<file path="src/rtl/issue_pkg.sv">
// Shared field widths, packet bit offsets and packet struct for the issue instruction FIFO.
package issue_pkg;

  localparam int PC_W       = 32;
  localparam int ROB_W      = 4;
  localparam int IMM_W      = 26;
  localparam int FID_W      = 8;
  localparam int ALU_CMD_W  = 5;
  localparam int MUL_CMD_W  = 1;
  localparam int MEM_CMD_W  = 5;
  localparam int BRU_CMD_W  = 7;
  localparam int BAGU_CMD_W = 2;

  localparam int PKT_W = PC_W + ROB_W + IMM_W + FID_W + 3 + 4 +
                         ALU_CMD_W + MUL_CMD_W + MEM_CMD_W + BRU_CMD_W + BAGU_CMD_W;

  // Offsets are counted from the LSB: bagu_cmd sits at the bottom, pc at the top.
  localparam int BAGU_OFF     = 0;
  localparam int BRUC_OFF     = BAGU_OFF + BAGU_CMD_W;
  localparam int MEMC_OFF     = BRUC_OFF + BRU_CMD_W;
  localparam int MULC_OFF     = MEMC_OFF + MEM_CMD_W;
  localparam int ALUC_OFF     = MULC_OFF + MUL_CMD_W;
  localparam int PIPE_BRU_OFF = ALUC_OFF + ALU_CMD_W;
  localparam int PIPE_MEM_OFF = PIPE_BRU_OFF + 1;
  localparam int PIPE_MUL_OFF = PIPE_MEM_OFF + 1;
  localparam int PIPE_ALU_OFF = PIPE_MUL_OFF + 1;
  localparam int STORE_OFF    = PIPE_ALU_OFF + 1;
  localparam int LOAD_OFF     = STORE_OFF + 1;
  localparam int BRANCH_OFF   = LOAD_OFF + 1;
  localparam int FID_OFF      = BRANCH_OFF + 1;
  localparam int IMM_OFF      = FID_OFF + FID_W;
  localparam int ROB_OFF      = IMM_OFF + IMM_W;
  localparam int PC_OFF       = ROB_OFF + ROB_W;

  typedef struct packed {
    logic [PC_W-1:0]       pc;
    logic [ROB_W-1:0]      rob;
    logic [IMM_W-1:0]      imm;
    logic [FID_W-1:0]      fid;
    logic                  branch;
    logic                  load;
    logic                  store;
    logic                  pipe_alu;
    logic                  pipe_mul;
    logic                  pipe_mem;
    logic                  pipe_bru;
    logic [ALU_CMD_W-1:0]  alu_cmd;
    logic [MUL_CMD_W-1:0]  mul_cmd;
    logic [MEM_CMD_W-1:0]  mem_cmd;
    logic [BRU_CMD_W-1:0]  bru_cmd;
    logic [BAGU_CMD_W-1:0] bagu_cmd;
  } issue_pkt_t;

endpackage

</file>
<file path="src/rtl/issue_inst_fifo_if.sv">
// Upstream issue handshake, downstream dispatch handshake and occupancy status of the FIFO.
interface issue_inst_fifo_if
  import issue_pkg::*;
#(
  parameter int PTR_W = 2
) ();

  logic                  i_issue_valid;
  logic                  o_issue_ready;
  logic [PC_W-1:0]       i_issue_pc;
  logic [ROB_W-1:0]      i_issue_rob;
  logic [IMM_W-1:0]      i_issue_imm;
  logic [FID_W-1:0]      i_issue_fid;
  logic                  i_issue_branch;
  logic                  i_issue_load;
  logic                  i_issue_store;
  logic                  i_issue_pipe_alu;
  logic                  i_issue_pipe_mul;
  logic                  i_issue_pipe_mem;
  logic                  i_issue_pipe_bru;
  logic [ALU_CMD_W-1:0]  i_issue_alu_cmd;
  logic [MUL_CMD_W-1:0]  i_issue_mul_cmd;
  logic [MEM_CMD_W-1:0]  i_issue_mem_cmd;
  logic [BRU_CMD_W-1:0]  i_issue_bru_cmd;
  logic [BAGU_CMD_W-1:0] i_issue_bagu_cmd;

  logic                  o_disp_valid;
  logic                  i_disp_ready;
  logic [PC_W-1:0]       o_disp_pc;
  logic [ROB_W-1:0]      o_disp_rob;
  logic [IMM_W-1:0]      o_disp_imm;
  logic [FID_W-1:0]      o_disp_fid;
  logic                  o_disp_branch;
  logic                  o_disp_load;
  logic                  o_disp_store;
  logic                  o_disp_pipe_alu;
  logic                  o_disp_pipe_mul;
  logic                  o_disp_pipe_mem;
  logic                  o_disp_pipe_bru;
  logic [ALU_CMD_W-1:0]  o_disp_alu_cmd;
  logic [MUL_CMD_W-1:0]  o_disp_mul_cmd;
  logic [MEM_CMD_W-1:0]  o_disp_mem_cmd;
  logic [BRU_CMD_W-1:0]  o_disp_bru_cmd;
  logic [BAGU_CMD_W-1:0] o_disp_bagu_cmd;

  logic [PTR_W:0]        o_count;
  logic                  o_empty;
  logic                  o_full;

  modport slave (
    input  i_issue_valid, i_issue_pc, i_issue_rob, i_issue_imm, i_issue_fid,
           i_issue_branch, i_issue_load, i_issue_store, i_issue_pipe_alu,
           i_issue_pipe_mul, i_issue_pipe_mem, i_issue_pipe_bru, i_issue_alu_cmd,
           i_issue_mul_cmd, i_issue_mem_cmd, i_issue_bru_cmd, i_issue_bagu_cmd,
           i_disp_ready,
    output o_issue_ready, o_disp_valid, o_disp_pc, o_disp_rob, o_disp_imm, o_disp_fid,
           o_disp_branch, o_disp_load, o_disp_store, o_disp_pipe_alu, o_disp_pipe_mul,
           o_disp_pipe_mem, o_disp_pipe_bru, o_disp_alu_cmd, o_disp_mul_cmd,
           o_disp_mem_cmd, o_disp_bru_cmd, o_disp_bagu_cmd, o_count, o_empty, o_full
  );

  modport master (
    output i_issue_valid, i_issue_pc, i_issue_rob, i_issue_imm, i_issue_fid,
           i_issue_branch, i_issue_load, i_issue_store, i_issue_pipe_alu,
           i_issue_pipe_mul, i_issue_pipe_mem, i_issue_pipe_bru, i_issue_alu_cmd,
           i_issue_mul_cmd, i_issue_mem_cmd, i_issue_bru_cmd, i_issue_bagu_cmd,
           i_disp_ready,
    input  o_issue_ready, o_disp_valid, o_disp_pc, o_disp_rob, o_disp_imm, o_disp_fid,
           o_disp_branch, o_disp_load, o_disp_store, o_disp_pipe_alu, o_disp_pipe_mul,
           o_disp_pipe_mem, o_disp_pipe_bru, o_disp_alu_cmd, o_disp_mul_cmd,
           o_disp_mem_cmd, o_disp_bru_cmd, o_disp_bagu_cmd, o_count, o_empty, o_full
  );

endinterface

</file>
<file path="src/rtl/issue_fifo_ctrl.sv">
// Pointer, occupancy and handshake control for the issue FIFO.
// ISSUE_INST_FIFO_BYPASS_EN enables forwarding of an incoming packet to an empty head.
module issue_fifo_ctrl #(
  parameter int DEPTH = 4,
  parameter int PTR_W = $clog2(DEPTH)
) (
  input  logic             clk,
  input  logic             resetn,
  input  logic             snoop_hit,
  input  logic             bco_valid,
  input  logic             issue_valid,
  input  logic             disp_ready,
  output logic             push,
  output logic             bypass_sel,
  output logic             issue_ready,
  output logic             disp_valid,
  output logic             empty,
  output logic             full,
  output logic [PTR_W-1:0] wr_ptr,
  output logic [PTR_W-1:0] rd_ptr,
  output logic [PTR_W:0]   count
);

  localparam logic [PTR_W:0] FULL_CNT = (PTR_W+1)'(DEPTH);

  logic flush;
  logic pop;

  assign flush       = snoop_hit | bco_valid;
  assign empty       = (count == '0);
  assign full        = (count == FULL_CNT);
  assign issue_ready = ~full;

`ifdef ISSUE_INST_FIFO_BYPASS_EN
  assign bypass_sel = empty & issue_valid & ~flush;
`else
  assign bypass_sel = 1'b0;
`endif

  assign disp_valid = ~empty | bypass_sel;

  // A bypassed packet taken in the same cycle never occupies an entry.
  assign push = issue_valid & issue_ready & ~flush & ~(bypass_sel & disp_ready);
  assign pop  = ~empty & disp_ready & ~flush;

  always_ff @(posedge clk or negedge resetn) begin
    if (!resetn) begin
      wr_ptr <= '0;
      rd_ptr <= '0;
      count  <= '0;
    end else if (flush) begin
      wr_ptr <= '0;
      rd_ptr <= '0;
      count  <= '0;
    end else begin
      if (push) wr_ptr <= wr_ptr + PTR_W'(1);
      if (pop)  rd_ptr <= rd_ptr + PTR_W'(1);
      case ({push, pop})
        2'b10:   count <= count + (PTR_W+1)'(1);
        2'b01:   count <= count - (PTR_W+1)'(1);
        default: count <= count;
      endcase
    end
  end

  a_no_push_full: assert property (@(posedge clk) disable iff (!resetn) push |-> !full);
  a_no_pop_empty: assert property (@(posedge clk) disable iff (!resetn) pop |-> !empty);
  a_count_range:  assert property (@(posedge clk) disable iff (!resetn) count <= FULL_CNT);

endmodule

</file>
<file path="src/rtl/issue_inst_fifo.sv">
// Issue instruction FIFO: in-order packet buffer between the decode issue register and dispatch.
// Define ISSUE_INST_FIFO_BYPASS_EN to forward an incoming packet straight to an empty head.
module issue_inst_fifo
  import issue_pkg::*;
#(
  parameter int DEPTH = 4,
  parameter int PTR_W = $clog2(DEPTH)
) (
  input  logic             clk,
  input  logic             resetn,
  input  logic             snoop_hit,
  input  logic             bco_valid,
  issue_inst_fifo_if.slave bus
);

  logic             push;
  logic             bypass_sel;
  logic             issue_ready;
  logic             disp_valid;
  logic             empty;
  logic             full;
  logic [PTR_W-1:0] wr_ptr;
  logic [PTR_W-1:0] rd_ptr;
  logic [PTR_W:0]   count;
  logic [PKT_W-1:0] pkt_in;
  logic [PKT_W-1:0] head_pkt;
  logic [PKT_W-1:0] disp_pkt;
  logic [PKT_W-1:0] mem [DEPTH];

  issue_fifo_ctrl #(.DEPTH(DEPTH), .PTR_W(PTR_W)) u_ctrl (
    .clk         (clk),
    .resetn      (resetn),
    .snoop_hit   (snoop_hit),
    .bco_valid   (bco_valid),
    .issue_valid (bus.i_issue_valid),
    .disp_ready  (bus.i_disp_ready),
    .push        (push),
    .bypass_sel  (bypass_sel),
    .issue_ready (issue_ready),
    .disp_valid  (disp_valid),
    .empty       (empty),
    .full        (full),
    .wr_ptr      (wr_ptr),
    .rd_ptr      (rd_ptr),
    .count       (count)
  );

  always_comb begin
    pkt_in = '0;
    pkt_in[PC_OFF +: PC_W]             = bus.i_issue_pc;
    pkt_in[ROB_OFF +: ROB_W]           = bus.i_issue_rob;
    pkt_in[IMM_OFF +: IMM_W]           = bus.i_issue_imm;
    pkt_in[FID_OFF +: FID_W]           = bus.i_issue_fid;
    pkt_in[BRANCH_OFF]                 = bus.i_issue_branch;
    pkt_in[LOAD_OFF]                   = bus.i_issue_load;
    pkt_in[STORE_OFF]                  = bus.i_issue_store;
    pkt_in[PIPE_ALU_OFF]               = bus.i_issue_pipe_alu;
    pkt_in[PIPE_MUL_OFF]               = bus.i_issue_pipe_mul;
    pkt_in[PIPE_MEM_OFF]               = bus.i_issue_pipe_mem;
    pkt_in[PIPE_BRU_OFF]               = bus.i_issue_pipe_bru;
    pkt_in[ALUC_OFF +: ALU_CMD_W]      = bus.i_issue_alu_cmd;
    pkt_in[MULC_OFF +: MUL_CMD_W]      = bus.i_issue_mul_cmd;
    pkt_in[MEMC_OFF +: MEM_CMD_W]      = bus.i_issue_mem_cmd;
    pkt_in[BRUC_OFF +: BRU_CMD_W]      = bus.i_issue_bru_cmd;
    pkt_in[BAGU_OFF +: BAGU_CMD_W]     = bus.i_issue_bagu_cmd;
  end

  // Payload storage is intentionally unreset; the head is only meaningful while valid.
  always_ff @(posedge clk) begin
    if (push) mem[wr_ptr] <= pkt_in;
  end

  assign head_pkt = mem[rd_ptr];
  assign disp_pkt = bypass_sel ? pkt_in : head_pkt;

  assign bus.o_issue_ready    = issue_ready;
  assign bus.o_disp_valid     = disp_valid;
  assign bus.o_count          = count;
  assign bus.o_empty          = empty;
  assign bus.o_full           = full;
  assign bus.o_disp_pc        = disp_pkt[PC_OFF +: PC_W];
  assign bus.o_disp_rob       = disp_pkt[ROB_OFF +: ROB_W];
  assign bus.o_disp_imm       = disp_pkt[IMM_OFF +: IMM_W];
  assign bus.o_disp_fid       = disp_pkt[FID_OFF +: FID_W];
  assign bus.o_disp_branch    = disp_pkt[BRANCH_OFF];
  assign bus.o_disp_load      = disp_pkt[LOAD_OFF];
  assign bus.o_disp_store     = disp_pkt[STORE_OFF];
  assign bus.o_disp_pipe_alu  = disp_pkt[PIPE_ALU_OFF];
  assign bus.o_disp_pipe_mul  = disp_pkt[PIPE_MUL_OFF];
  assign bus.o_disp_pipe_mem  = disp_pkt[PIPE_MEM_OFF];
  assign bus.o_disp_pipe_bru  = disp_pkt[PIPE_BRU_OFF];
  assign bus.o_disp_alu_cmd   = disp_pkt[ALUC_OFF +: ALU_CMD_W];
  assign bus.o_disp_mul_cmd   = disp_pkt[MULC_OFF +: MUL_CMD_W];
  assign bus.o_disp_mem_cmd   = disp_pkt[MEMC_OFF +: MEM_CMD_W];
  assign bus.o_disp_bru_cmd   = disp_pkt[BRUC_OFF +: BRU_CMD_W];
  assign bus.o_disp_bagu_cmd  = disp_pkt[BAGU_OFF +: BAGU_CMD_W];

  a_pipe_onehot: assert property (@(posedge clk) disable iff (!resetn)
    push |-> ($countones({bus.i_issue_pipe_alu, bus.i_issue_pipe_mul,
                          bus.i_issue_pipe_mem, bus.i_issue_pipe_bru}) <= 1));

endmodule

</file>
<file path="src/flat_wrapper.sv">
// flat-port wrapper written by rule: the top's interface ports become plain ports
module issue_inst_fifo_flat import issue_pkg::*;
#(
  parameter int DEPTH = 4,
  parameter int PTR_W = $clog2(DEPTH)
)
  (clk, resetn, snoop_hit, bco_valid, bus_i_issue_valid, bus_i_issue_pc, bus_i_issue_rob, bus_i_issue_imm, bus_i_issue_fid, bus_i_issue_branch, bus_i_issue_load, bus_i_issue_store, bus_i_issue_pipe_alu, bus_i_issue_pipe_mul, bus_i_issue_pipe_mem, bus_i_issue_pipe_bru, bus_i_issue_alu_cmd, bus_i_issue_mul_cmd, bus_i_issue_mem_cmd, bus_i_issue_bru_cmd, bus_i_issue_bagu_cmd, bus_i_disp_ready, bus_o_issue_ready, bus_o_disp_valid, bus_o_disp_pc, bus_o_disp_rob, bus_o_disp_imm, bus_o_disp_fid, bus_o_disp_branch, bus_o_disp_load, bus_o_disp_store, bus_o_disp_pipe_alu, bus_o_disp_pipe_mul, bus_o_disp_pipe_mem, bus_o_disp_pipe_bru, bus_o_disp_alu_cmd, bus_o_disp_mul_cmd, bus_o_disp_mem_cmd, bus_o_disp_bru_cmd, bus_o_disp_bagu_cmd, bus_o_count, bus_o_empty, bus_o_full);
  issue_inst_fifo_if #(.PTR_W(PTR_W)) bus_i ();
  input  logic clk;
  input  logic resetn;
  input  logic snoop_hit;
  input  logic bco_valid;
  input wire logic [$bits(bus_i.i_issue_valid)-1:0] bus_i_issue_valid;
  input wire logic [$bits(bus_i.i_issue_pc)-1:0] bus_i_issue_pc;
  input wire logic [$bits(bus_i.i_issue_rob)-1:0] bus_i_issue_rob;
  input wire logic [$bits(bus_i.i_issue_imm)-1:0] bus_i_issue_imm;
  input wire logic [$bits(bus_i.i_issue_fid)-1:0] bus_i_issue_fid;
  input wire logic [$bits(bus_i.i_issue_branch)-1:0] bus_i_issue_branch;
  input wire logic [$bits(bus_i.i_issue_load)-1:0] bus_i_issue_load;
  input wire logic [$bits(bus_i.i_issue_store)-1:0] bus_i_issue_store;
  input wire logic [$bits(bus_i.i_issue_pipe_alu)-1:0] bus_i_issue_pipe_alu;
  input wire logic [$bits(bus_i.i_issue_pipe_mul)-1:0] bus_i_issue_pipe_mul;
  input wire logic [$bits(bus_i.i_issue_pipe_mem)-1:0] bus_i_issue_pipe_mem;
  input wire logic [$bits(bus_i.i_issue_pipe_bru)-1:0] bus_i_issue_pipe_bru;
  input wire logic [$bits(bus_i.i_issue_alu_cmd)-1:0] bus_i_issue_alu_cmd;
  input wire logic [$bits(bus_i.i_issue_mul_cmd)-1:0] bus_i_issue_mul_cmd;
  input wire logic [$bits(bus_i.i_issue_mem_cmd)-1:0] bus_i_issue_mem_cmd;
  input wire logic [$bits(bus_i.i_issue_bru_cmd)-1:0] bus_i_issue_bru_cmd;
  input wire logic [$bits(bus_i.i_issue_bagu_cmd)-1:0] bus_i_issue_bagu_cmd;
  input wire logic [$bits(bus_i.i_disp_ready)-1:0] bus_i_disp_ready;
  output wire logic [$bits(bus_i.o_issue_ready)-1:0] bus_o_issue_ready;
  output wire logic [$bits(bus_i.o_disp_valid)-1:0] bus_o_disp_valid;
  output wire logic [$bits(bus_i.o_disp_pc)-1:0] bus_o_disp_pc;
  output wire logic [$bits(bus_i.o_disp_rob)-1:0] bus_o_disp_rob;
  output wire logic [$bits(bus_i.o_disp_imm)-1:0] bus_o_disp_imm;
  output wire logic [$bits(bus_i.o_disp_fid)-1:0] bus_o_disp_fid;
  output wire logic [$bits(bus_i.o_disp_branch)-1:0] bus_o_disp_branch;
  output wire logic [$bits(bus_i.o_disp_load)-1:0] bus_o_disp_load;
  output wire logic [$bits(bus_i.o_disp_store)-1:0] bus_o_disp_store;
  output wire logic [$bits(bus_i.o_disp_pipe_alu)-1:0] bus_o_disp_pipe_alu;
  output wire logic [$bits(bus_i.o_disp_pipe_mul)-1:0] bus_o_disp_pipe_mul;
  output wire logic [$bits(bus_i.o_disp_pipe_mem)-1:0] bus_o_disp_pipe_mem;
  output wire logic [$bits(bus_i.o_disp_pipe_bru)-1:0] bus_o_disp_pipe_bru;
  output wire logic [$bits(bus_i.o_disp_alu_cmd)-1:0] bus_o_disp_alu_cmd;
  output wire logic [$bits(bus_i.o_disp_mul_cmd)-1:0] bus_o_disp_mul_cmd;
  output wire logic [$bits(bus_i.o_disp_mem_cmd)-1:0] bus_o_disp_mem_cmd;
  output wire logic [$bits(bus_i.o_disp_bru_cmd)-1:0] bus_o_disp_bru_cmd;
  output wire logic [$bits(bus_i.o_disp_bagu_cmd)-1:0] bus_o_disp_bagu_cmd;
  output wire logic [$bits(bus_i.o_count)-1:0] bus_o_count;
  output wire logic [$bits(bus_i.o_empty)-1:0] bus_o_empty;
  output wire logic [$bits(bus_i.o_full)-1:0] bus_o_full;
  assign bus_i.i_issue_valid = bus_i_issue_valid;
  assign bus_i.i_issue_pc = bus_i_issue_pc;
  assign bus_i.i_issue_rob = bus_i_issue_rob;
  assign bus_i.i_issue_imm = bus_i_issue_imm;
  assign bus_i.i_issue_fid = bus_i_issue_fid;
  assign bus_i.i_issue_branch = bus_i_issue_branch;
  assign bus_i.i_issue_load = bus_i_issue_load;
  assign bus_i.i_issue_store = bus_i_issue_store;
  assign bus_i.i_issue_pipe_alu = bus_i_issue_pipe_alu;
  assign bus_i.i_issue_pipe_mul = bus_i_issue_pipe_mul;
  assign bus_i.i_issue_pipe_mem = bus_i_issue_pipe_mem;
  assign bus_i.i_issue_pipe_bru = bus_i_issue_pipe_bru;
  assign bus_i.i_issue_alu_cmd = bus_i_issue_alu_cmd;
  assign bus_i.i_issue_mul_cmd = bus_i_issue_mul_cmd;
  assign bus_i.i_issue_mem_cmd = bus_i_issue_mem_cmd;
  assign bus_i.i_issue_bru_cmd = bus_i_issue_bru_cmd;
  assign bus_i.i_issue_bagu_cmd = bus_i_issue_bagu_cmd;
  assign bus_i.i_disp_ready = bus_i_disp_ready;
  assign bus_o_issue_ready = bus_i.o_issue_ready;
  assign bus_o_disp_valid = bus_i.o_disp_valid;
  assign bus_o_disp_pc = bus_i.o_disp_pc;
  assign bus_o_disp_rob = bus_i.o_disp_rob;
  assign bus_o_disp_imm = bus_i.o_disp_imm;
  assign bus_o_disp_fid = bus_i.o_disp_fid;
  assign bus_o_disp_branch = bus_i.o_disp_branch;
  assign bus_o_disp_load = bus_i.o_disp_load;
  assign bus_o_disp_store = bus_i.o_disp_store;
  assign bus_o_disp_pipe_alu = bus_i.o_disp_pipe_alu;
  assign bus_o_disp_pipe_mul = bus_i.o_disp_pipe_mul;
  assign bus_o_disp_pipe_mem = bus_i.o_disp_pipe_mem;
  assign bus_o_disp_pipe_bru = bus_i.o_disp_pipe_bru;
  assign bus_o_disp_alu_cmd = bus_i.o_disp_alu_cmd;
  assign bus_o_disp_mul_cmd = bus_i.o_disp_mul_cmd;
  assign bus_o_disp_mem_cmd = bus_i.o_disp_mem_cmd;
  assign bus_o_disp_bru_cmd = bus_i.o_disp_bru_cmd;
  assign bus_o_disp_bagu_cmd = bus_i.o_disp_bagu_cmd;
  assign bus_o_count = bus_i.o_count;
  assign bus_o_empty = bus_i.o_empty;
  assign bus_o_full = bus_i.o_full;
  issue_inst_fifo #(.DEPTH(DEPTH), .PTR_W(PTR_W)) u_core (.clk(clk), .resetn(resetn), .snoop_hit(snoop_hit), .bco_valid(bco_valid), .bus(bus_i));
endmodule
</file>
<file path="config.mk">
export PLATFORM = sky130hd
export DESIGN_NAME = issue_inst_fifo_flat
export DESIGN_NICKNAME = d
export VERILOG_FILES = /design/src/rtl/issue_pkg.sv /design/src/rtl/issue_inst_fifo_if.sv /design/src/rtl/issue_fifo_ctrl.sv /design/src/rtl/issue_inst_fifo.sv /design/src/flat_wrapper.sv
export SDC_FILE = /design/constraint.sdc
export NUM_CORES = 1
export LEC_CHECK = 0
export ABC_AREA = 1
export BUFFER_PORTS_ARGS = -buffer_cell sky130_fd_sc_hd__buf_2
export CORE_MARGIN = 2
export CORE_UTILIZATION = 40
export CTS_CLUSTER_SIZE = 8
export DETAILED_ROUTE_END_ITERATION = 7
export SLEW_MARGIN = 20
export SYNTH_ARGS = -nofsm -noshare
export SYNTH_HDL_FRONTEND = slang
export SYNTH_SLANG_ARGS = --single-unit
</file>
<file path="constraint.sdc">
create_clock -name clk -period 13 [get_ports clk]
set_input_delay 3.25 -clock clk [delete_from_list [all_inputs] [get_ports clk]]
set_output_delay 3.25 -clock clk [all_outputs]
set_load 0.05 [all_outputs]
</file>
# After elaboration in Yosys (flattened, before gate mapping)
# Memories as Yosys holds them, arrays and structs flattened.
# Cells that the tools add are included.
dict set report op_classes {
  n_addsub 4
  mul 0
  div_mod_pow 0
  order_cmp 0
  eq_ne 3
  n_shift 0
  n_mux 8
  bitwise_logic 8
  reduce_logical 4
}
# op n
set ops {}
lappend ops {{two-way mux 2 bit} 4}
lappend ops {{one-hot mux 3 bit (2 select lines)} 1}
lappend ops {{adder 2 x 1 -> 2 bit, second input constant} 2}
lappend ops {{bitwise AND 1 bit} 4}
lappend ops {{nonzero test 2 bit} 2}
lappend ops {{adder 3 x 1 -> 3 bit, second input constant} 1}
lappend ops {{== test 3 bit, second input constant} 1}
lappend ops {{logical NOT 3 bit} 1}
lappend ops {{two-way mux 3 bit} 1}
lappend ops {{NOT 1 bit} 3}
lappend ops {{nonzero test 3 bit} 1}
lappend ops {{subtractor 3 x 1 -> 3 bit, second input constant} 1}
lappend ops {{== test 2 x 1 -> 1 bit, second input constant} 1}
lappend ops {{== test 2 bit, second input constant} 1}
lappend ops {{two-way mux 1 bit} 2}
lappend ops {{bitwise OR 1 bit} 1}
dict set report word_totals {
  reg_bits 7
  latchBits 0
  ram_bits 388
  mem_bits_ro 0
  input_bits 103
  output_inout_bits 104
  wordCells 31
  memories 1
}
# memory words word_bits read_ports rd_clocked_by_memory_dff write_ports line
set mem_list {}
lappend mem_list {u_core.mem 4 97 1 0 1 issue_inst_fifo.sv:28} ;# logic [PKT_W-1:0] mem [DEPTH];

# Depth between registers and ports, before layout
# Gate-level depths: netlist of run 1.
dict set report logic_depth {
  depth_word 7
  mapped_depth 13
  depth_no_buf 13
}

# By module
# From an unflattened synthesis of run 1, not the netlist that was laid out.
dict set report unflattened {
  hier_cells 1896
  hier_area_um2 18011.0
}
# module n_inst cells_per_inst area_each_um2 seq_area_each_um2
set by_module_without_submodules {}
lappend by_module_without_submodules {issue_inst_fifo 1 1841 17579.4 11651.2}
lappend by_module_without_submodules {issue_fifo_ctrl 1 55 431.7 175.2}

# Worst setup path before layout of run 1
# Ideal clock, no wire load.
dict set report synth_timing {
  path_kind {input to register}
  startpoint {in bco_valid}
  endpoint {mem u_core.mem[0][0] in the netlist's numbering, enable pin}
  setup_time_ns 0.554
  arrival_time_ns 7.636
  required_ns 12.446
  slack_ns 4.810
  path_stages 3
  path_buffers 0
  path_cell_list {nor2_4 > nand3_2 > nor2_1}
}
dict set report synth_via {
  elab_chain_cells 5
}
# element line
set synth_rtl {}
lappend synth_rtl {{start: declaration} flat_wrapper.sv:12} ;# input logic bco_valid;
lappend synth_rtl {{bitwise OR 1 bit} issue_fifo_ctrl.sv:29} ;# assign flush = snoop_hit | bco_valid;
lappend synth_rtl {{NOT 1 bit} issue_fifo_ctrl.sv:43} ;# assign push = issue_valid & issue_ready & ~flush & ~(bypass_sel & disp_ready);
lappend synth_rtl {{bitwise AND 1 bit} issue_fifo_ctrl.sv:43}
lappend synth_rtl {{two-way mux 1 bit} issue_inst_fifo.sv:70} ;# if (push) mem[wr_ptr] <= pkt_in;
lappend synth_rtl {{two-way mux 1 bit (not written as such)} issue_inst_fifo.sv:70}
lappend synth_rtl {{end: declaration} issue_inst_fifo.sv:28}
# Every way passes these cells.

# Final worst setup path of run 1
dict set report layout_timing {
  startpoint {reg u_core.u_ctrl.rd_ptr[0]}
  endpoint {out bus_o_disp_imm[19]}
}
dict set report layout_via {
  elab_chain_cells 1
}
# element line
set layout_rtl {}
lappend layout_rtl {{start: declaration} issue_fifo_ctrl.sv:20} ;# output logic [PTR_W-1:0] rd_ptr,
lappend layout_rtl {{start signal: assignment} issue_fifo_ctrl.sv:57} ;# if (pop) rd_ptr <= rd_ptr + PTR_W'(1);
lappend layout_rtl {{memory read (4 x 97 bit)} n/a}
lappend layout_rtl {{end: declaration} flat_wrapper.sv:35} ;# output wire logic [$bits(bus_i.o_disp_imm)-1:0] bus_o_disp_imm;
# Every way passes these cells.

==> results of run 1 <==
-- cells in the final DEF, fill, tap and decap left out --
cell / instances
o21ai_0: 111
buf_4: 13
inv_6: 1
a21boi_1: 1
nor2_2: 1
fa_1: 1
nand3_2: 1
clkinv_2: 1
clkinv_1: 1
inv_2: 1
dfrtp_4: 2
nand2_2: 1
nor2_1: 195
o21ai_1: 87
clkbuf_8: 1
diode_2: 5
edfxtp_1: 388
a21oi_1: 3
ha_1: 4
buf_2: 206
inv_1: 12
nand2_1: 20
nor2_4: 5
clkbuf_16: 57
o22ai_1: 97
clkbuf_1: 23
dfrtp_1: 5
nand3_1: 3
xnor2_1: 1
-- critical path: cells and delay by family (launching register included) --
kind | cells | cell delay [ns]
flip-flops | 1 | 0.77
buffers and inverters | 3 | 1.80
AO/OA/AOI/OAI | 2 | 0.49
-- kinds of logic after synthesis --
group           Yosys count  share of synthesized area (%)
flops                   395                           79.8
fa+ha+maj                 5                          0.473
simple gates            226                           5.88
compound gates          299                           10.9
buf+inv                  77                           2.87
xor+xnor                  1                         0.0591
-- flip-flops by register name, indices dropped and copies added, names as in the netlist --
register              cells
u_core.mem              388
u_core.u_ctrl.count       3
u_core.u_ctrl.rd_ptr      2
u_core.u_ctrl.wr_ptr      2
-- stage by stage --
stage	cells	cell area, um^2	utilization (%)	hold slack, ns	setup slack [ns]
CTS	1710	17700	48.6	0.568	5.99
floorplan	1003	14800	-	0.499	4.81
detailed placement	1628	16200	44.4	0.563	6.62
global placement	1628	16200	44.4	0.530	6.64
global route	1712	17700	48.6	0.592	5.79
finish	1715	17800	48.6	0.549	6.08
-- final timing paths --
kind                                                     startpoint                                   to  slack, ns  cells after the start
worst max register to register   u_core.u_ctrl.count[0]$_DFFE_PN0P_          u_core.mem[0][38]$_DFFE_PP_      10.19                      6
worst min register to register  u_core.u_ctrl.wr_ptr[0]$_DFFE_PN0P_  u_core.u_ctrl.wr_ptr[0]$_DFFE_PN0P_       0.55                      1
max in group asynchronous                                    resetn  u_core.u_ctrl.rd_ptr[0]$_DFFE_PN0P_      10.31                      1
worst max-delay path            u_core.u_ctrl.rd_ptr[0]$_DFFE_PN0P_                   bus_o_disp_imm[19]       6.08                      5
min in group asynchronous                                    resetn   u_core.u_ctrl.count[0]$_DFFE_PN0P_       2.50                      1
worst min-delay path            u_core.u_ctrl.wr_ptr[0]$_DFFE_PN0P_  u_core.u_ctrl.wr_ptr[0]$_DFFE_PN0P_       0.55                      1
-- metal layers --
layer	global-route usage (%)	up-vias	wire, um
met4	6.29	10	715
met1	21.5	4370	14100
met5	0	-	71
met2	27.4	240	15600
met3	5.63	62	2550
li1	-	4198	-
-- power by group --
part	leakage (nW)	switching, mW	internal [mW]
combinational	1.88	0.150	0.0435
sequential	3.60	0.00688	1.42
clock	0.738	0.484	0.791
-- layout make-up --
class                      instances  area, um^2  share of cell area, %
multi-input combinational        531        2600                   14.6
clock inverter                     1        3.75                 0.0211
antenna                            5        12.5                 0.0705
inverter                          15        62.6                  0.352
sequential                       395       11800                   66.7
tap                              468         586                   3.30
clock buffer                      81        1530                   8.60
timing repair buffer             219        1130                   6.36
==> metrics.sh, run 1 <==
GLOBALROUTETOTALUTIL_PCT=17.0
WORSTPATHARRIVAL_NS=3.67
REGISTER_CLOCK_PIN_SLEW_ON_THE_REPORTED_WORST_SETUP_AND_HOLD_PATHS_NS=0.05
LEFTOVER_OVERFLOW_AT_THE_END_OF_GLOBAL_ROUTING=0
DESIGN.DIE.AREA_MM2=0.0386
FILLCELLCOUNT=3190
CLOCK-SKEW-FINAL_NS=0.0215
WORSTHOLDPATHTYPE='flip-flop to flip-flop'
FMAXACHIEVABLE_MHz=145
FIRST_GLOBAL_VIAS=8875
TIMING.CRITICAL_PATH.CELLS='buf_4 -> buf_4 -> o21ai_0 -> o22ai_1 -> buf_2'
MAX_CAP_CHECK_VIOLATION_COUNT=0
ANT_NETS=0
TOTAL_NEGATIVE_SETUP_SLACK_NS=0
CTS_SETUP_BUFFERS=0
YS_TOP_CELLS_BY_AREA='edfxtp_1 79%, nor2_1 5.0%, o22ai_1 4.1%'
INITIALDRTVIOLATIONCOUNT=558
TRITONCTS_NUM_SINKS=395
SYNTH_FP_NETS=1111
START_TO_END_TYPE_OF_THE_WORST_SETUP_PATH='flip-flop to output port'
CRIT_REQUIRED_NS=9.75
RESULT_OF_THE_RUN='completed'
GRT_FIRST_PASS_WIRELENGTH_MM=50.1
WL_PER_CELL_UM=19.3
TIMING.FINAL.CRIT_PERIOD_NS=6.92
DP_HPWL_MM=17.2
CORE_REGION_AREA_MM2=0.0365
END_KIND='output port'
SYNTH_FLOP_CELL='edfxtp_1'
FINAL.PERIOD_UTILIZATION_PCT=53.2
PIN_COUNT_OF_THE_BIGGEST_NET_ENTERING_GLOBAL_ROUTING=108
AVERAGE_FOOTPRINT_OF_A_SYNTHESIZED_CELL_UM2=14.8
SYNTHESIS.INSTANCES=1003
UNREPAIRED_SETUP_ENDPOINTS_AFTER_GLOBAL_ROUTING='false'
ROUTE.VIAS.TOTAL=8880
YOSYS.AREA.TOP_TYPE_SHARE_PCT=78.6
POWER.DENSITY_mW_PER_MM2=163
LAUNCHING_ELEMENT_TYPE_OF_THE_CRITICAL_PATH='flip-flop'
SYNTH_COMMONEST_CELLS='388 x edfxtp_1, 199 x nor2_1, 111 x o21ai_0, 97 x o22ai_1, 87 x o21ai_1'
FINALHOLDVIOLCOUNT=0
MOST_FREQUENT_CELL_ON_THE_CRITICAL_PATH='buf_4'
IO_PINS=207
LEAKAGE_nW=6.22
WIRELENGTH_MM=33.1
FRACTION_OF_FINAL_LAYOUT_CELLS_SIZED_BEYOND_DRIVE_STRENGTH_1_PCT=23.3
SYNTHDOMINANTAREACELLTYPE='edfxtp_1'
LAYOUT.NETS=1325
PORT-BUFFER-COUNT=206
CTS_HOLD_BUFFERS_ADDED=0
YS_WARN_COUNT=0
ANTENNA_FOUND_INITIAL=10
WORST_PATH_MAX_DELAY_CELL='buf_4'
FIN_TOTAL_PWR_mW=2.89
WORST_PIN_SLEW_NS=1.03
GP_ROUTABILITY_CONGESTION=0.727
ROWS=70
POSTCTSRESIZEDCELLS=0
CLK-INSERTION-DELAY-LATE_NS=0.57
DRT_PASS1_ITERATIONS=4
INITIAL_UTILIZATION_PCT=40.6
CRITPATHMAXSTAGEDELAY_NS=0.81
SYNTHMOSTINSTANTIATEDCELL='edfxtp_1'
SETUP_VIOL=0
FINALMAXSLEWVIOLATIONS=0
CHIPHEIGHT_UM=196
VIAS_PER_CELL=5.18
SYNTH-ASYNC-RESET-RATIO_PCT=1.77
PEAKVDDDROP_mV=0.125
CTS.PATH.MAX_BUFFERS=3
CTS_BUFFERS=55
CTS_ROOT_BUFFER='clkbuf_16'
COUNT_OF_UNRESOLVED_DRC_VIOLATIONS_AFTER_ROUTING=0
AREAGROWTHSYNTHTOFINISH_PCT=19.8
SYNTH_ENABLE_FLOP_CELLS=388
SYNTH.YOSYS.SEQ_AREA_SHARE_PCT=79.8
CLOCK_TREE_FROM_TRITONCTS='yes'
CRIT_PATH_MAX_FANOUT=84
DIE_WIDTH_UM=196
SYN_AREA_MM2=0.0148
CLOCK_H_TREE_LEVELS=2
YS_SEQ_ELEMENTS=395
TIMING.MAX_SLEW.REL_SLACK_PCT=31.3
YOSYSUNIQUECELLTYPES=23
Note: power is estimated with default switching activity, not from simulation.
==> run 2: changes to the inputs <==
Settings changed: ABC_AREA 1 to 0.
Clock period 13 ns to 5.85 ns, I/O delays scaled along.
==> run 2 against run 1 <==
Against the previous run:
- sequential cell count did not move
- clock-buffer cell count fell by 15
- cell area fell by 0.70%
- non-clock buffer count fell by 6
- die area fell by 1.5%
- final cell count fell by 25%
- sequential power rose by 120%
- clock power rose by 110%
- highest routed layer unchanged
- largest power group unchanged
- utilization rose by 0.72 points
==> metrics.sh, run 2 <==
CTS_HOLD_BUFFERS_ADDED=0
DRT_PASS1_ITERATIONS=4
FMAXACHIEVABLE_MHz=239
SYNTHESIS.INSTANCES=573
ANTENNA_FOUND_INITIAL=6
CLOCK-SKEW-FINAL_NS=0.0131
LAYOUT.CELLS.MOST_COMMON_LIST='388 x edfxtp_1, 206 x buf_2, 97 x mux4_2, 56 x clkbuf_16, 10 x clkbuf_1'
PEAKVDDDROP_mV=0.221
ROUTE.VIAS.TOTAL=6659
FIN_TOTAL_PWR_mW=6.13
FILLCELLCOUNT=2937
FINALMAXSLEWVIOLATIONS=0
CRIT_PATH_MAX_FANOUT=28
WORST_PIN_SLEW_NS=0.871
YOSYS.AREA.TOP_TYPE_SHARE_PCT=79.8
SYNTH.YOSYS.SEQ_AREA_SHARE_PCT=81.0
WORSTHOLDPATHTYPE='flip-flop to flip-flop'
SYNTHMOSTINSTANTIATEDCELL='edfxtp_1'
INITIAL_UTILIZATION_PCT=40.8
YS_TOP_CELLS_BY_AREA='edfxtp_1 80%, mux4_2 15%, dfrtp_1 1.2%'
FINALHOLDVIOLCOUNT=0
LARGEST_REGISTERS='u_core.mem: 388 flops, u_core.u_ctrl.count: 3 flops'
END_KIND='output port'
WL_PER_CELL_UM=21.9
CRIT_REQUIRED_NS=4.39
TIMING.CRITICAL_PATH.CELLS='buf_4 -> mux4_2 -> buf_2'
SYNTHDOMINANTAREACELLTYPE='edfxtp_1'
CP.BUFFERS_INVERTERS=2
CRITPATHMAXSTAGEDELAY_NS=0.80
WORST_PATH_DOMINANT_CELL_FAMILY='flip-flops'
WIRELENGTH_MM=28.3
CTS_ROOT_BUFFER='clkbuf_16'
MOST_COMMON_CELL_AFTER_LAYOUT_FILL_AND_TAPS_ASIDE='edfxtp_1'
REGISTER_NAME_WITH_THE_MOST_FLOPS='u_core.mem'
DP_HPWL_MM=16.3
SYNTH-ASYNC-RESET-RATIO_PCT=1.77
CLOCK_TREE_FROM_TRITONCTS='yes'
INITIALDRTVIOLATIONCOUNT=395
CTS.PATH.MAX_BUFFERS=3
SYNTH_FLOP_CELL='edfxtp_1'
RESULT_OF_THE_RUN='completed'
FINAL.PERIOD_UTILIZATION_PCT=71.5
SYNTH_FP_NETS=681
CLK-INSERTION-DELAY-LATE_NS=0.56
TIMING.FINAL.CRIT_PERIOD_NS=4.18
LEAKAGE_nW=5.83
LAUNCHING_ELEMENT_TYPE_OF_THE_CRITICAL_PATH='flip-flop'
FRACTION_OF_FINAL_LAYOUT_CELLS_SIZED_BEYOND_DRIVE_STRENGTH_1_PCT=46.6
TRITONCTS_NUM_SINKS=395
TOTAL_NEGATIVE_SETUP_SLACK_NS=0
ANT_NETS=0
POSTCTSRESIZEDCELLS=0
LARGEST_REG_FLOPS=388
DIE_WIDTH_UM=195
POWER.DENSITY_mW_PER_MM2=348
AREAGROWTHSYNTHTOFINISH_PCT=20.8
CHIPHEIGHT_UM=195
SYNTH_ENABLE_FLOP_CELLS=388
SYNTHADDERAREAFRAC_PCT=0.480
CLOCK_H_TREE_LEVELS=2
GLOBALROUTETOTALUTIL_PCT=15.0
AVERAGE_FOOTPRINT_OF_A_SYNTHESIZED_CELL_UM2=25.5
LAYOUT.NETS=923
SYNTHXORXNORAREAFRAC_PCT=0.120
GRT_FIRST_PASS_WIRELENGTH_MM=43.0
TIMING.MAX_SLEW.REL_SLACK_PCT=41.9
YOSYSUNIQUECELLTYPES=40
VIAS_PER_CELL=5.16
REGISTER_CLOCK_PIN_SLEW_ON_THE_REPORTED_WORST_SETUP_AND_HOLD_PATHS_NS=0.05
HOLD-WORST-SLACK_NS=0.593
MAX_CAP_CHECK_VIOLATION_COUNT=0
START_TO_END_TYPE_OF_THE_WORST_SETUP_PATH='flip-flop to output port'
PORT-BUFFER-COUNT=206
YS_SEQ_ELEMENTS=395
SYNTH_MUX_AREA_SHARE_PCT=15.0
YOSYS.AREA_SHARE.SIMPLE_PCT=0.814
WORSTPATHARRIVAL_NS=2.72
YS_WARN_COUNT=0
FIRST_GLOBAL_VIAS=6997
UNREPAIRED_SETUP_ENDPOINTS_AFTER_GLOBAL_ROUTING='false'
DESIGN.DIE.AREA_MM2=0.0380
IO_PINS=207
SYNTH_COMMONEST_CELLS='388 x edfxtp_1, 97 x mux4_2, 10 x buf_4, 7 x clkbuf_1, 7 x dfrtp_1'
COUNT_OF_UNRESOLVED_DRC_VIOLATIONS_AFTER_ROUTING=0
PIN_COUNT_OF_THE_BIGGEST_NET_ENTERING_GLOBAL_ROUTING=98
SYNTH_COMPOUND_GATE_AREA_SHARE_PCT=0.969
SETUP_VIOL=0
UTILIZATION_PCT=49.3
ROWS=69
GP_ROUTABILITY_CONGESTION=0.737
CTS_SETUP_BUFFERS=0
WORST_PATH_MAX_DELAY_CELL='dfrtp_4'
CORE_REGION_AREA_MM2=0.0357
SYN_AREA_MM2=0.0146
CTS_BUFFERS=55
MAIN_COMBINATIONAL_CELL_FAMILY_BY_AREA_AFTER_SYNTHESIS='multiplexers'
LEFTOVER_OVERFLOW_AT_THE_END_OF_GLOBAL_ROUTING=0
run 2: path summary, 6_finish.rpt:
path / start / end / slack (ns) / cells after the start
max reg2reg: u_core.u_ctrl.count[0]$_DFFE_PN0P_ / u_core.mem[2][25]$_DFFE_PP_ / 3.03 / 5
max: u_core.u_ctrl.rd_ptr[0]$_DFFE_PN0P_ / bus_o_disp_imm[17] / 1.67 / 3
min reg2reg: u_core.u_ctrl.wr_ptr[1]$_DFFE_PN0P_ / u_core.u_ctrl.wr_ptr[1]$_DFFE_PN0P_ / 0.59 / 2
min: u_core.u_ctrl.wr_ptr[1]$_DFFE_PN0P_ / u_core.u_ctrl.wr_ptr[1]$_DFFE_PN0P_ / 0.59 / 2
max in group asynchronous: resetn / u_core.u_ctrl.rd_ptr[0]$_DFFE_PN0P_ / 4.91 / 1
min in group asynchronous: resetn / u_core.u_ctrl.count[2]$_DFFE_PN0P_ / 0.75 / 1
run 2: logic make-up after synthesis:
| kind of cell | after synthesis |
|---|---|
| buffers and inverters | 34 |
| multiplexers | 98 |
| AO/OA/AOI/OAI | 19 |
| adder cells (fa/ha/maj) | 5 |
| AND/OR/NAND/NOR | 20 |
| XOR/XNOR | 2 |
| flip-flops | 395 |
run 2: power by group:
part           leakage [nW]  switching (mW)  total, mW  internal, mW
combinational          1.51           0.170      0.245        0.0748
clock                 0.713            1.04       2.73          1.69
sequential             3.60         0.00905       3.16          3.15
total                  5.83            1.22       6.13          4.91
run 2: through the flow:
step	worst slack, ns	cell area, um^2	std cells
2_1_floorplan	1.04	14600	573
3_3_place_gp	2.11	16200	1219
3_5_place_dp	2.07	16200	1219
4_1_cts	1.55	17600	1288
5_1_grt	1.42	17600	1289
6_report	1.67	17600	1291
run 2: area by class of cell:
type / instances / area [um^2] / share of cell area [%]
Timing Repair Buffer: 213 / 1160 / 6.57
Multi-Input combinational cell: 144 / 2550 / 14.5
Clock inverter: 3 / 32.5 / 0.185
Clock buffer: 66 / 1440 / 8.16
Tap cell: 461 / 577 / 3.27
Inverter: 6 / 27.5 / 0.156
Antenna cell: 3 / 7.51 / 0.0426
Sequential cell: 395 / 11800 / 67.1
run 2: worst register-to-register path, stage by stage (launching register included):
cell	delay [ns]
dfrtp_1	0.58
or3b_1	0.36
inv_6	0.06
nor3_2	0.27
and2_4	0.77
buf_12	0.37
run 2: layer usage:
layer,track usage (%),wire [um]
met5,0,26
met1,20.4,12500
met2,23.7,13500
met3,3.83,1540
met4,5.37,686
